==> src/rtl/instruction_fetch.sv <==
// Instruction fetch unit: reads a 3-byte instruction (opcode + two operands)
// from byte-wide program memory, one byte per completed read, and presents it
// with a one-cycle IR_load pulse. The instruction is committed to the visible
// registers only after the third byte arrives, so an aborted fetch leaves the
// last issued instruction untouched.
module instruction_fetch #(
  parameter logic [7:0] RESET_PC = 8'h00
) (
  input  logic       clk,
  input  logic       rst,
  input  logic       fetch_en,
  input  logic       pc_load,
  input  logic [7:0] pc_in,
  output logic       mem_rd,
  output logic [7:0] mem_addr,
  input  logic [7:0] mem_data,
  input  logic       mem_ready,
  output logic [7:0] opcode,
  output logic [7:0] operando1,
  output logic [7:0] operando2,
  output logic       IR_load,
  output logic [7:0] pc,
  output logic       busy
);

  typedef enum logic [2:0] {
    IDLE  = 3'd0,
    F_OP  = 3'd1,
    F_A1  = 3'd2,
    F_A2  = 3'd3,
    ISSUE = 3'd4
  } state_e;

  state_e     state_q;
  logic [7:0] pc_q;
  logic [7:0] pc_d;

  // Bytes of the instruction in flight; invisible until the last byte lands.
  logic [7:0] op_stage_q;
  logic [7:0] a1_stage_q;

  // Last fully fetched instruction.
  logic [7:0] opcode_q;
  logic [7:0] operando1_q;
  logic [7:0] operando2_q;

  // Registered copies of the state decodes, updated together with state_q.
  logic       mem_rd_q;
  logic       ir_load_q;
  logic       busy_q;

  // Incremented PC; 8-bit arithmetic wraps FF -> 00 on its own.
  assign pc_d = pc_q + 8'd1;

  // Fetch sequencer: state, PC, staging bytes, committed instruction and
  // the registered status outputs.
  // NOTE: every register here uses <= so all of them see the pre-edge values
  // of each other; a blocking = would let pc_q/state_q ordering leak in.
  always_ff @(posedge clk or posedge rst) begin
    if (rst) begin
      // NOTE: the instruction and staging registers are reset too because
      // the zero value of opcode/operands is architecturally visible.
      state_q     <= IDLE;
      pc_q        <= RESET_PC;
      op_stage_q  <= 8'h00;
      a1_stage_q  <= 8'h00;
      opcode_q    <= 8'h00;
      operando1_q <= 8'h00;
      operando2_q <= 8'h00;
      mem_rd_q    <= 1'b0;
      ir_load_q   <= 1'b0;
      busy_q      <= 1'b0;
    end else if (pc_load) begin
      // A jump wins in every state: any partial instruction is dropped and
      // a byte arriving on this same edge is ignored.
      pc_q      <= pc_in;
      state_q   <= IDLE;
      mem_rd_q  <= 1'b0;
      ir_load_q <= 1'b0;
      busy_q    <= 1'b0;
    end else begin
      unique case (state_q)
        IDLE: begin
          if (fetch_en) begin
            state_q   <= F_OP;
            mem_rd_q  <= 1'b1;
            ir_load_q <= 1'b0;
            busy_q    <= 1'b1;
          end
        end

        F_OP: begin
          if (mem_ready) begin
            op_stage_q <= mem_data;
            pc_q       <= pc_d;
            state_q    <= F_A1;
            mem_rd_q   <= 1'b1;
            ir_load_q  <= 1'b0;
            busy_q     <= 1'b1;
          end
        end

        F_A1: begin
          if (mem_ready) begin
            a1_stage_q <= mem_data;
            pc_q       <= pc_d;
            state_q    <= F_A2;
            mem_rd_q   <= 1'b1;
            ir_load_q  <= 1'b0;
            busy_q     <= 1'b1;
          end
        end

        F_A2: begin
          if (mem_ready) begin
            // Last byte: commit the whole instruction in one step.
            opcode_q    <= op_stage_q;
            operando1_q <= a1_stage_q;
            operando2_q <= mem_data;
            pc_q        <= pc_d;
            state_q     <= ISSUE;
            mem_rd_q    <= 1'b0;
            ir_load_q   <= 1'b1;
            busy_q      <= 1'b1;
          end
        end

        ISSUE: begin
          if (fetch_en) begin
            state_q   <= F_OP;
            mem_rd_q  <= 1'b1;
            ir_load_q <= 1'b0;
            busy_q    <= 1'b1;
          end else begin
            state_q   <= IDLE;
            mem_rd_q  <= 1'b0;
            ir_load_q <= 1'b0;
            busy_q    <= 1'b0;
          end
        end

        default: begin
          state_q   <= IDLE;
          mem_rd_q  <= 1'b0;
          ir_load_q <= 1'b0;
          busy_q    <= 1'b0;
        end
      endcase
    end
  end

  assign mem_rd    = mem_rd_q;
  assign mem_addr  = pc_q;
  assign pc        = pc_q;
  assign opcode    = opcode_q;
  assign operando1 = operando1_q;
  assign operando2 = operando2_q;
  assign IR_load   = ir_load_q;
  assign busy      = busy_q;

endmodule

==> config.mk <==
export PLATFORM = sky130hd
export DESIGN_NAME = instruction_fetch
export DESIGN_NICKNAME = d
export VERILOG_FILES = /design/src/rtl/instruction_fetch.sv
export SDC_FILE = /design/constraint.sdc
export NUM_CORES = 1
export LEC_CHECK = 0
export BUFFER_PORTS_ARGS = -buffer_cell sky130_fd_sc_hd__buf_2
export CORE_AREA = 2 2 76 78
export CTS_CLUSTER_SIZE = 40
export DETAILED_ROUTE_END_ITERATION = 6
export DIE_AREA = 0 0 78 80
export PLACE_DENSITY = 0.73
export RECOVER_POWER = 50
export SYNTH_ARGS = -nofsm -noshare
export SYNTH_HDL_FRONTEND = slang
export SYNTH_SLANG_ARGS = --single-unit
==> constraint.sdc <==
create_clock -name clk -period 1.4 [get_ports clk]
set_input_delay 0.21 -clock clk [delete_from_list [all_inputs] [get_ports clk]]
set_output_delay 0.21 -clock clk [all_outputs]
set_load 0.05 [all_outputs]
* Word-level counts from Yosys, hierarchy flattened
Cells that the tools add are included.
** Storage, ports and cells
- Flip-flop bits (word level) :: 54
- Output and inout port bits :: 43
** Cells by class
- Add/sub/neg operators :: 1
- Equal/unequal tests :: 10
- Muxes and demuxes :: 21
- Bitwise gates (word level) :: 1
- Reductions and logical operators :: 12
** Operators with widths (count)
- 8-bit two-way mux :: 3
- 3-bit two-way mux :: 5
- 3-bit one-hot mux with 5 select lines :: 1
- 3-bit inequality test (second input constant) :: 4
- 3-bit AND reduction :: 4
- 1-bit two-way mux :: 9
- 8-bit by 1-bit adder with 8-bit output (second input constant) :: 1
- 3-bit by 2-bit equality test with 1-bit output (second input constant) :: 2
- 3-bit by 1-bit inequality test with 1-bit output (second input constant) :: 2
- 1-bit one-hot mux with 3 select lines :: 2
- 1-bit one-hot mux with 4 select lines :: 1
- 2-bit AND reduction :: 2
- 4-bit AND reduction :: 1
- 2-bit nonzero test :: 2
- 3-bit by 1-bit equality test with 1-bit output (second input constant) :: 1
- 3-bit equality test (second input constant) :: 1
- 3-bit zero test :: 1
- 3-bit OR reduction :: 1
- 2-bit OR reduction :: 1
- 1-bit inverter :: 1

* Longest topological paths before layout
Gate-level depths: netlist of run 1.
- Depth after elaboration :: 4
- Mapped depth :: 5

* Worst setup path before layout of run 1
OpenSTA, ideal clock, no wires.
- Path type :: register to register
- Start point :: reg pc_q[0] (netlist: mem_addr[0])
- End point :: reg pc_q[4] (netlist: mem_addr[4])
- Library setup time :: 0.126 ns
- Arrival time :: 1.552 ns
- Required time :: 1.274 ns
- Slack :: -0.278 ns
- Stages on the path, launching flop included :: 6
- Buffers on the path :: 0
- Period minus slack after synthesis :: 1.678 ns
- Cell sequence :: dfrtp_1 ha_1 and3_1 xnor2_1 nor2_1 a221o_1
** On the way
- Longest elaborated chain between the ends :: 4
** Ends and longest elaborated chain
- from (decl) :: line 35 : logic [7:0] pc_q;
- from (signal assigned) :: line 76 : pc_q <= pc_in;
- from (signal assigned) :: line 95 : pc_q <= pc_d;
- from (signal assigned) :: line 106 : pc_q <= pc_d;
- 8-bit by 1-bit adder with 8-bit output :: line 53 : assign pc_d = pc_q + 8'd1;
- 8-bit two-way mux :: line 93, 104, 115
- 8-bit two-way mux
- 8-bit two-way mux :: line 73 : end else if (pc_load) begin
Every way passes these cells. The select of a mux whose other input is x is not followed.
A chain may end at the register's enable or synchronous reset.

* Worst setup path in the final report of run 1
- Start point :: reg state_q[2]
- End point :: reg a1_stage_q[5]
** On the way
- Longest elaborated chain between the ends :: 2
** Ends and longest elaborated chain
- from (decl) :: line 34 : state_e state_q;
- from (signal assigned) :: line 63 : state_q <= IDLE;
- from (signal assigned) :: line 77 : state_q <= IDLE;
- from (signal assigned) :: line 85 : state_q <= F_OP;
- 3-bit by 2-bit equality test with 1-bit output :: line 82 : unique case (state_q)
- 3-bit AND reduction (no source line)
- to (signal assigned) :: line 105 : a1_stage_q <= mem_data;
- to (decl) :: line 40 : logic [7:0] a1_stage_q;
Every way passes these cells.

==> run_results.csv, run 1 <==
group,metric,value,unit
global_routing,grt_pass1_vias,1662,
finish,drive_gt1_frac,0.6062,
finish,final_common_cell,"buf_2",
route,drc,0,
floorplanning,dieWidth,78,µm
clock_tree,cts-root-buf,"clkbuf_8",
finish,antenna_cells,0,
clock_tree,clk_path_buf_depth,2,
finish,layout_common_cells,"62 x buf_2, 47 x dfrtp_1, 22 x mux2_2",
run_status,violations,"setup timing",
clock_tree,clk_latency,0.30,ns
finish,nets,281,
timing,finClkSkew,0.01004,ns
setup_path,startpoint_type,"register",
synthesis,yosys.area.top_type,"dfrtp_1",
synthesis,synth.area.top_cells,"dfrtp_1 55%, mux2_4 11%, mux2_2 10%",
clock_tree,htree_levels,2,
global_routing,antenna_found_initial,0,
power,intPower,2.723,mW
synthesis,synth_top_cell_area_share,0.5455,
placement,dp_cells,315,
timing,final_max_slew_viol_count,0,
synthesis,syn_area,2477,µm²
power,power.density,1355,nW/µm²
clock_tree,clock-sinks,54,
synthesis,synth-edff-count,0,
synthesis,yosysSeqAreaShare,0.5455,
synthesis,ys_ff_latch,54,
clock_tree,cts.clk_slew.worst_paths,0.10,ns
timing,maxClockFrequency,713.2,MHz
floorplanning,core,5405,µm²
floorplanning,rows,27,
min_path,hold_path.class,"input port to register",
route,vias,1698,
timing,fin_ws,-0.002109,ns
placement,routabilityCongestion,0.7951,
setup_path,cp_max_fo,4,
route,ant_nets,0,
timing,relSlewSlack,0.4427,
synthesis,netlist_instances,178,
synthesis,ys_types,37,
clock_tree,cts_tree,"built",
floorplanning,initial_core_util,0.4583,
setup_path,cp-end-kind,"register",
timing,fin_setup_tns,-0.002162,ns
run_status,status,"finished with violations",
floorplanning,ioPinCount,64,
clock_tree,cts_buffers,5,
floorplanning,fp.dieArea,6240,µm²
setup_path,cp.arrival,1.59,ns
timing,hold_violations,0,
finish,finalCoreUtilization,0.5845,
synthesis,synth_ff_type,"dfrtp_1",
floorplanning,die_y,80,µm
power,p_switching,1.558,mW
power,p_sw_frac,0.3639,
route,drt_iter0_markers,53,
timing,worst_pin_slew,0.8314,ns
synthesis,synthArstFlopShare,1.000,
placement,dp_hpwl,3398,µm
power,peakVddDrop,0.8240,mV
route,wl_per_cell,14.95,µm
setup_path,cp.required,1.59,ns
timing,rsz0062_at_grt,"yes",
timing,fin_crit_sh,1.002,
synthesis,synth_fp_nets,200,
power,clkPwrFrac,0.192,
route,routed_wl,4948,µm
placement,place_ws,-0.05670,ns
power,static-leakage-power,1.662,nW
timing,layout_min_cycle_time,1.402,ns
finish,stdcell_count,331,
placement,portBuffers,63,
power,p_seq_frac,0.480,
global_routing,grt_max_degree,28,
timing,setup_viol,2,
global_routing,grt_pass1_wl,8073,µm
placement,dpl_cell_area,2944,µm²
job,max-cap-violations,0,
synthesis,yosysWarnings,0,
synthesis,synth_area_per_cell,13.92,µm²
power,pwr-share-comb,0.328,
route,firstDrtPassIters,4,
global_routing,overflow,0,
finish,final_area,3159,µm²
global_routing,grt.total_usage,0.1654,
setup_path,criticalPathCategory,"register to register",
route,routed_via_density,5.130,
finish,areaGrowthSynthToFinish,27.53,%
per-stage QoR:
stage	hold WS, ns	power, mW
2_1_floorplan	0.2776	3.140
3_3_place_gp	0.2477	3.424
3_5_place_dp	0.2432	3.460
4_1_cts	0.1255	4.297
5_1_grt	0.1451	4.479
6_report	0.1416	4.281
final timing paths:
check	startpoint	to	slack (ns)	depth (start not counted)
worst max register to register	state_q[2]	a1_stage_q[5]	-0.002	5
max in group asynchronous	rst	mem_addr[2]	0.17	4
min in group asynchronous	rst	operando2[1]	0.54	3
worst min register to register	op_stage_q[5]	opcode[5]	0.51	1
worst min-delay path	pc_in[4]	mem_addr[4]	0.14	2
worst max-delay path	state_q[2]	a1_stage_q[5]	-0.002	5
Yosys cell counts, types with 4 or more instances:
cell type / count
mux2_4: 18
buf_6: 4
a221o_1: 4
inv_1: 6
dfrtp_1: 54
buf_4: 9
nand2_1: 5
mux2_2: 23
a21oi_1: 6
nor2_1: 6
routing by layer:
| layer | up-vias | part of all wire | global-route usage |
|---|---|---|---|
| met4 | 0 | 0.0097 | 0.03684 |
| met3 | 7 | 0.063 | 0.03846 |
| met1 | 838 | 0.44 | 0.2229 |
| li1 | 789 | - | - |
| met5 | - | 0 | 0 |
| met2 | 64 | 0.49 | 0.2733 |
logic make-up after synthesis:
kind of cell,after synthesis,share of synthesized area
AO/OA/AOI/OAI,24,0.06667
buffers and inverters,22,0.06060
XOR/XNOR,3,0.01061
flip-flops,54,0.5455
multiplexers,42,0.2177
adder cells (fa/ha/maj),1,0.005050
AND/OR/NAND/NOR,32,0.09394
sequential cells by signal, summed over array words and instances, names as in the netlist:
name	flops
operando2	8
op_stage_q	8
mem_addr	8
mem_rd	1
IR_load	1
a1_stage_q	8
state_q	3
operando1	8
busy	1
opcode	8
worst max-delay path: stages, from the launching register on:
cell and delay, ns:
dfrtp_2 0.46, nor2_8 0.13, nand3_2 0.12, nor2_4 0.13
buf_6 0.13, mux2_2 0.32
cell type report:
type,count,area (µm²)
fill,444,2246
sequential,54,1360
multi-input combinational,102,1027
timing repair buffer,90,579.3
tap,72,90.09
clock buffer,5,68.82
inverter,6,23.77
clock inverter,2,10.01
power by group through the flow:
stage / combinational (mW) / sequential [mW] / clock, mW
final: 1.40 / 2.06 / 0.821
after CTS: 1.40 / 2.06 / 0.837
after global placement: 1.35 / 2.07 / 0
after global routing: 1.49 / 2.10 / 0.892
after floorplan: 0.622 / 2.52 / 0
after detailed placement: 1.38 / 2.08 / 0
timing repair:
item | in CTS | in global routing
gates cloned | 0 | 1
pin swaps | 2 | 6
hold buffers | 1 | 0
hold endpoints to repair | 17 | 0
setup endpoints to repair | 20 | 31
resized for setup | 9 | 8
buffers inserted | 5 | 2
(Power assumes the default switching activity.)
==> inputs of run 2 (changes only) <==
Settings changed: ABC_AREA set to 1.
==> run_results.csv, run 2 <==
group,metric,value,unit
global_routing,grt_pass1_vias,1841,
setup_path,cp-end-kind,"output port",
placement,dpl_cell_area,2825,µm²
route,vias,1968,
synthesis,yosys.area.top_type,"dfrtp_1",
finish,layout_common_cells,"109 x nand2_1, 51 x dfrtp_1, 46 x buf_2",
timing,worst_pin_slew,0.2951,ns
floorplanning,die_y,80,µm
route,firstDrtPassIters,4,
route,drt_iter0_markers,79,
route,routed_via_density,4.788,
setup_path,startpoint_type,"register",
synthesis,synth_top_cell_area_share,0.5460,
setup_path,cp_cell_sequence,"buf_2",
timing,fin_setup_tns,0,ns
finish,final_area,2938,µm²
timing,final_max_slew_viol_count,0,
floorplanning,ioPinCount,64,
timing,layout_min_cycle_time,1.332,ns
clock_tree,htree_levels,2,
clock_tree,clk_latency,0.31,ns
floorplanning,core,5405,µm²
global_routing,antenna_found_initial,0,
setup_path,cp.required,1.19,ns
synthesis,yosysSeqAreaShare,0.5460,
finish,final_common_cell,"nand2_1",
route,ant_nets,0,
synthesis,synth-edff-count,0,
timing,relSlewSlack,0.8032,
synthesis,netlist_instances,277,
setup_path,crit_buf_inv,1,
clock_tree,cts.clk_slew.worst_paths,0.09,ns
placement,routabilityCongestion,0.7770,
synthesis,synthArstFlopShare,1.000,
synthesis,yosys-top-cells-count,"108 x nand2_1, 54 x dfrtp_1, 22 x inv_1",
setup_path,cp_slowest_stage_delay,0.50,ns
clock_tree,post_cts_buffers,0,
placement,place_ws,0.1504,ns
power,static-leakage-power,1.621,nW
timing,fin_crit_sh,0.9511,
synthesis,ys_types,28,
finish,fill_cells,506,
finish,drive_gt1_frac,0.2920,
clock_tree,cts_tree,"built",
global_routing,grt_max_degree,55,
synthesis,synth_area_per_cell,8.935,µm²
synthesis,syn_area,2475,µm²
clock_tree,clk_path_buf_depth,2,
timing,setup_viol,0,
finish,areaGrowthSynthToFinish,18.71,%
placement,portBuffers,63,
global_routing,overflow,0,
clock_tree,cts-root-buf,"clkbuf_8",
setup_path,cp_max_fo,9,
global_routing,grt_pass1_wl,8618,µm
min_path,hold_path.class,"input port to register",
timing,finClkSkew,0.002736,ns
job,max-cap-violations,0,
setup_path,critPathSlowestCell,"dfrtp_1",
route,drc,0,
synthesis,synth_fp_nets,299,
setup_path,cp.arrival,1.12,ns
floorplanning,dieWidth,78,µm
timing,hold_violations,0,
floorplanning,initial_core_util,0.4579,
min_path,holdPathStages,3,
timing,fin_ws,0.06847,ns
global_routing,grt.total_usage,0.1742,
power,peakVddDrop,1.555,mV
finish,nets,360,
setup_path,crit_cells,1,
setup_path,cpLargestDelayFamily,"flip-flops",
placement,dp_hpwl,3563,µm
clock_tree,cts_buffers,5,
clock_tree,clock-sinks,54,
synthesis,synth.area.top_cells,"dfrtp_1 55%, nand2_1 16%, o21ai_1 4.2%",
setup_path,reg2reg_depth,6,
power,power.density,2399,nW/µm²
synthesis,ys_ff_latch,54,
route,wl_per_cell,12.10,µm
synthesis,synth_most_common_cell,"nand2_1",
floorplanning,fp.dieArea,6240,µm²
synthesis,synth_ff_type,"dfrtp_1",
synthesis,yosysWarnings,0,
run_status,status,"complete, no violations",
timing,rsz0062_at_grt,"no",
placement,dp_cells,402,
finish,stdcell_count,411,
floorplanning,rows,27,
finish,antenna_cells,0,
route,routed_wl,4975,µm
setup_path,criticalPathCategory,"register to output port",
timing,maxClockFrequency,751.0,MHz
run 2: cell count changes after synthesis, moves of 3 or more:
cell and change:
or2_2 +3, mux2_2 -23, nand2_2 +4, a221o_1 -4, o21ai_1 +21, inv_1 +16
a21oi_1 -4, o21ai_2 +5, nand3_1 +16, nand2_1 +103, and3_1 -3, mux2_4 -18
run 2: final timing paths:
path / from / to / slack, ns
worst min-delay path: pc_in[2] / mem_addr[2] / 0.12
min in group asynchronous: rst / busy / 0.50
max in group asynchronous: rst / mem_addr[0] / 0.63
worst min register to register: a1_stage_q[2] / operando1[2] / 0.48
worst max register to register: state_q[1] / operando2[4] / 0.11
worst max-delay path: mem_addr[3] / mem_addr[3] / 0.07
run 2: where the power goes:
| part | internal (mW) | leakage (nW) | switching, mW |
|---|---|---|---|
| clock | 0.534 | 0.0514 | 0.509 |
| combinational | 0.811 | 0.881 | 2.55 |
| sequential | 2.21 | 0.689 | 0.440 |
| total | 3.55 | 1.62 | 3.50 |
run 2: metrics by stage:
stage               hold slack (ns)  utilization  power, mW
finish                       0.1207       0.5435      7.047
global route                 0.1274       0.5435      7.494
CTS                          0.1157       0.5449      7.113
detailed placement           0.3059       0.5227      6.060
global placement             0.3059       0.5227      5.998
floorplan                    0.2777            -      5.357
run 2: cell type report:
type                            count  area (µm²)  area share
Sequential cell                    54        1355      0.4612
Multi-Input combinational cell    183       883.3      0.3007
Timing Repair Buffer               69       399.1      0.1359
Inverter                           25       100.1     0.03407
Tap cell                           72       90.09     0.03066
Clock buffer                        6       72.57     0.02470
Clock inverter                      2       37.54     0.01278
run 2: layer usage:
layer  up-vias  routed length, µm  track usage
met5         -                  0            0
li1        982                  -            -
met1       923               2315       0.2348
met4         0                 25      0.02632
met3         3                293      0.04299
met2        60               2342       0.2922
run 2: cells by family (layout without fill, tap and decap cells):
kind of cell,Yosys count,after routing,share of synthesized area
fa+ha+maj,1,1,0.005055
flops,54,54,0.5460
compound gates,33,33,0.07735
buf+inv,40,102,0.09504
simple gates,149,149,0.2765
run 2: timing repair:
action                                  in CTS  in global routing
hold buffers                                 1                  0
endpoints found under the hold margin       54                  0
endpoints found under the setup margin       0                  1
resized for setup                            0                  1
==> inputs of run 3 (changes only) <==
Settings changed: BUFFER_PORTS_ARGS -buffer_cell sky130_fd_sc_hd__buf_2 to unset, CORE_AREA 2 2 76 78 to 2 2 72 74, DIE_AREA 0 0 78 80 to 0 0 74 76, DONT_BUFFER_PORTS set to 1, PLACE_DENSITY 0.73 to 0.69.
==> run_results.csv, run 3 (same netlist as run 2, synthesis figures left out) <==
group,metric,value,unit
clock_tree,cts_buffers,5,
setup_path,cp-end-kind,"output port",
timing,maxClockFrequency,756.0,MHz
clock_tree,cts_tree,"built",
job,max-cap-violations,0,
finish,stdcell_count,355,
run_status,status,"complete, no violations",
timing,hold_violations,0,
floorplanning,core,4912,µm²
setup_path,cpLargestDelayFamily,"flip-flops",
timing,fin_ws,0.07717,ns
power,clkPwrFrac,0.127,
placement,portBuffers,0,
setup_path,crit_buf_inv,1,
timing,relSlewSlack,0.3571,
floorplanning,ioPinCount,64,
placement,dp_hpwl,3308,µm
timing,final_max_slew_viol_count,0,
timing,fin_crit_sh,0.9449,
power,peakVddDrop,1.412,mV
setup_path,criticalPathCategory,"register to output port",
power,p_switching,3.374,mW
route,vias,1755,
timing,setup_viol,0,
finish,antenna_cells,0,
clock_tree,clock-sinks,54,
clock_tree,post_cts_buffers,0,
finish,nets,307,
power,intPower,3.086,mW
route,drc,0,
route,ant_nets,0,
finish,fill_cells,450,
global_routing,grt_max_degree,27,
floorplanning,dieWidth,74,µm
power,power.density,2458,nW/µm²
setup_path,startpoint_type,"register",
clock_tree,htree_levels,2,
placement,dp_cells,347,
route,wl_per_cell,12.85,µm
global_routing,grt_pass1_vias,1729,
placement,place_ws,0.1566,ns
power,pwr-share-comb,0.291,
placement,routabilityCongestion,0.7907,
finish,final_common_cell,"nand2_1",
finish,finalCoreUtilization,0.5349,
global_routing,overflow,0,
clock_tree,clk_latency,0.30,ns
route,routed_wl,4560,µm
setup_path,cp_cell_sequence,"buf_4",
timing,layout_min_cycle_time,1.323,ns
route,firstDrtPassIters,4,
min_path,hold_path.class,"input port to register",
floorplanning,fp.dieArea,5624,µm²
setup_path,critPathSlowestCell,"dfrtp_1",
global_routing,grt_pass1_wl,7838,µm
clock_tree,cts-root-buf,"clkbuf_8",
floorplanning,die_y,76,µm
global_routing,antenna_found_initial,0,
route,routed_via_density,4.944,
setup_path,cp.required,1.19,ns
power,static-leakage-power,1.375,nW
power,p_seq_frac,0.582,
floorplanning,initial_core_util,0.5038,
clock_tree,clk_path_buf_depth,2,
setup_path,cp_slowest_stage_delay,0.47,ns
timing,rsz0062_at_grt,"no",
global_routing,grt.total_usage,0.1780,
timing,finClkSkew,0.006953,ns
finish,drive_gt1_frac,0.1719,
power,p_sw_frac,0.5223,
finish,areaGrowthSynthToFinish,6.168,%
clock_tree,cts.clk_slew.worst_paths,0.09,ns
setup_path,cp_max_fo,8,
route,drt_iter0_markers,74,
timing,fin_setup_tns,0,ns
setup_path,cp.arrival,1.11,ns
floorplanning,rows,26,
finish,layout_common_cells,"108 x nand2_1, 52 x dfrtp_1, 21 x o21ai_1",
timing,worst_pin_slew,0.9590,ns
## run 3: changes by cell type in the layout (fill, tap and decap cells not counted), sizes merged
cell / delta
clkinv: +2
bufinv: -1
clkbuf: -15
buf: -39
clkinvlp: -1
## run 3: cell type report
class                   count  area, µm²  share of cell area
well taps                  70      87.58             0.03333
clock inverters             2      10.01            0.003810
flip-flops and latches     54       1354              0.5152
inverters                  25      100.1             0.03810
repair buffers             16      118.9             0.04524
clock buffers               5      68.82             0.02619
multi-input cells         183      888.4              0.3381
## run 3: per-stage QoR
step	area, µm²	power [mW]	hold WS (ns)
2_1_floorplan	2481	5.357	0.2777
3_3_place_gp	2557	5.667	0.1356
3_5_place_dp	2557	5.709	0.1348
4_1_cts	2646	6.547	0.01647
5_1_grt	2628	6.855	0.03018
6_report	2628	6.460	0.03003
## run 3: final timing paths
check / startpoint / end / slack (ns) / cells past startpoint
worst max-delay path: mem_addr[3] / pc[3] / 0.08 / 1
worst min-delay path: pc_load / mem_addr[2] / 0.03 / 2
worst max register to register: state_q[0] / operando2[1] / 0.14 / 6
worst min register to register: a1_stage_q[3] / operando1[3] / 0.47 / 2
max in group asynchronous: rst / op_stage_q[3] / 0.18 / 3
min in group asynchronous: rst / IR_load / 0.51 / 2
## run 3: worst reg2reg max path, delay by kind of cell (launching register included)
family / cells / cell delay (ns)
buf+inv: 1 / 0.20
compound gates: 1 / 0.07
flops: 1 / 0.48
simple gates: 4 / 0.41
## run 3: power groups by stage
stage	sequential, mW	clock [mW]	combinational, mW
after floorplan	4.02	0	1.34
after global placement	3.79	0	1.88
after detailed placement	3.79	0	1.92
after CTS	3.77	0.857	1.92
after global routing	3.85	0.904	2.11
final	3.76	0.820	1.88
## run 3: routing by layer
metal | wire length (µm) | GRT usage | vias to the layer above
li1 | - | - | 887
met1 | 2136 | 0.2427 | 823
met3 | 296 | 0.06085 | 4
met2 | 2090 | 0.2732 | 41
met5 | 0 | 0 | -
met4 | 36 | 0.04364 | 0
## run 3: what timing repair did
item / in CTS / in global routing
hold buffers: 1 / 0
setup endpoints to repair: 0 / 1
endpoints found under the hold margin: 19 / 0
gates resized for setup: 0 / 1
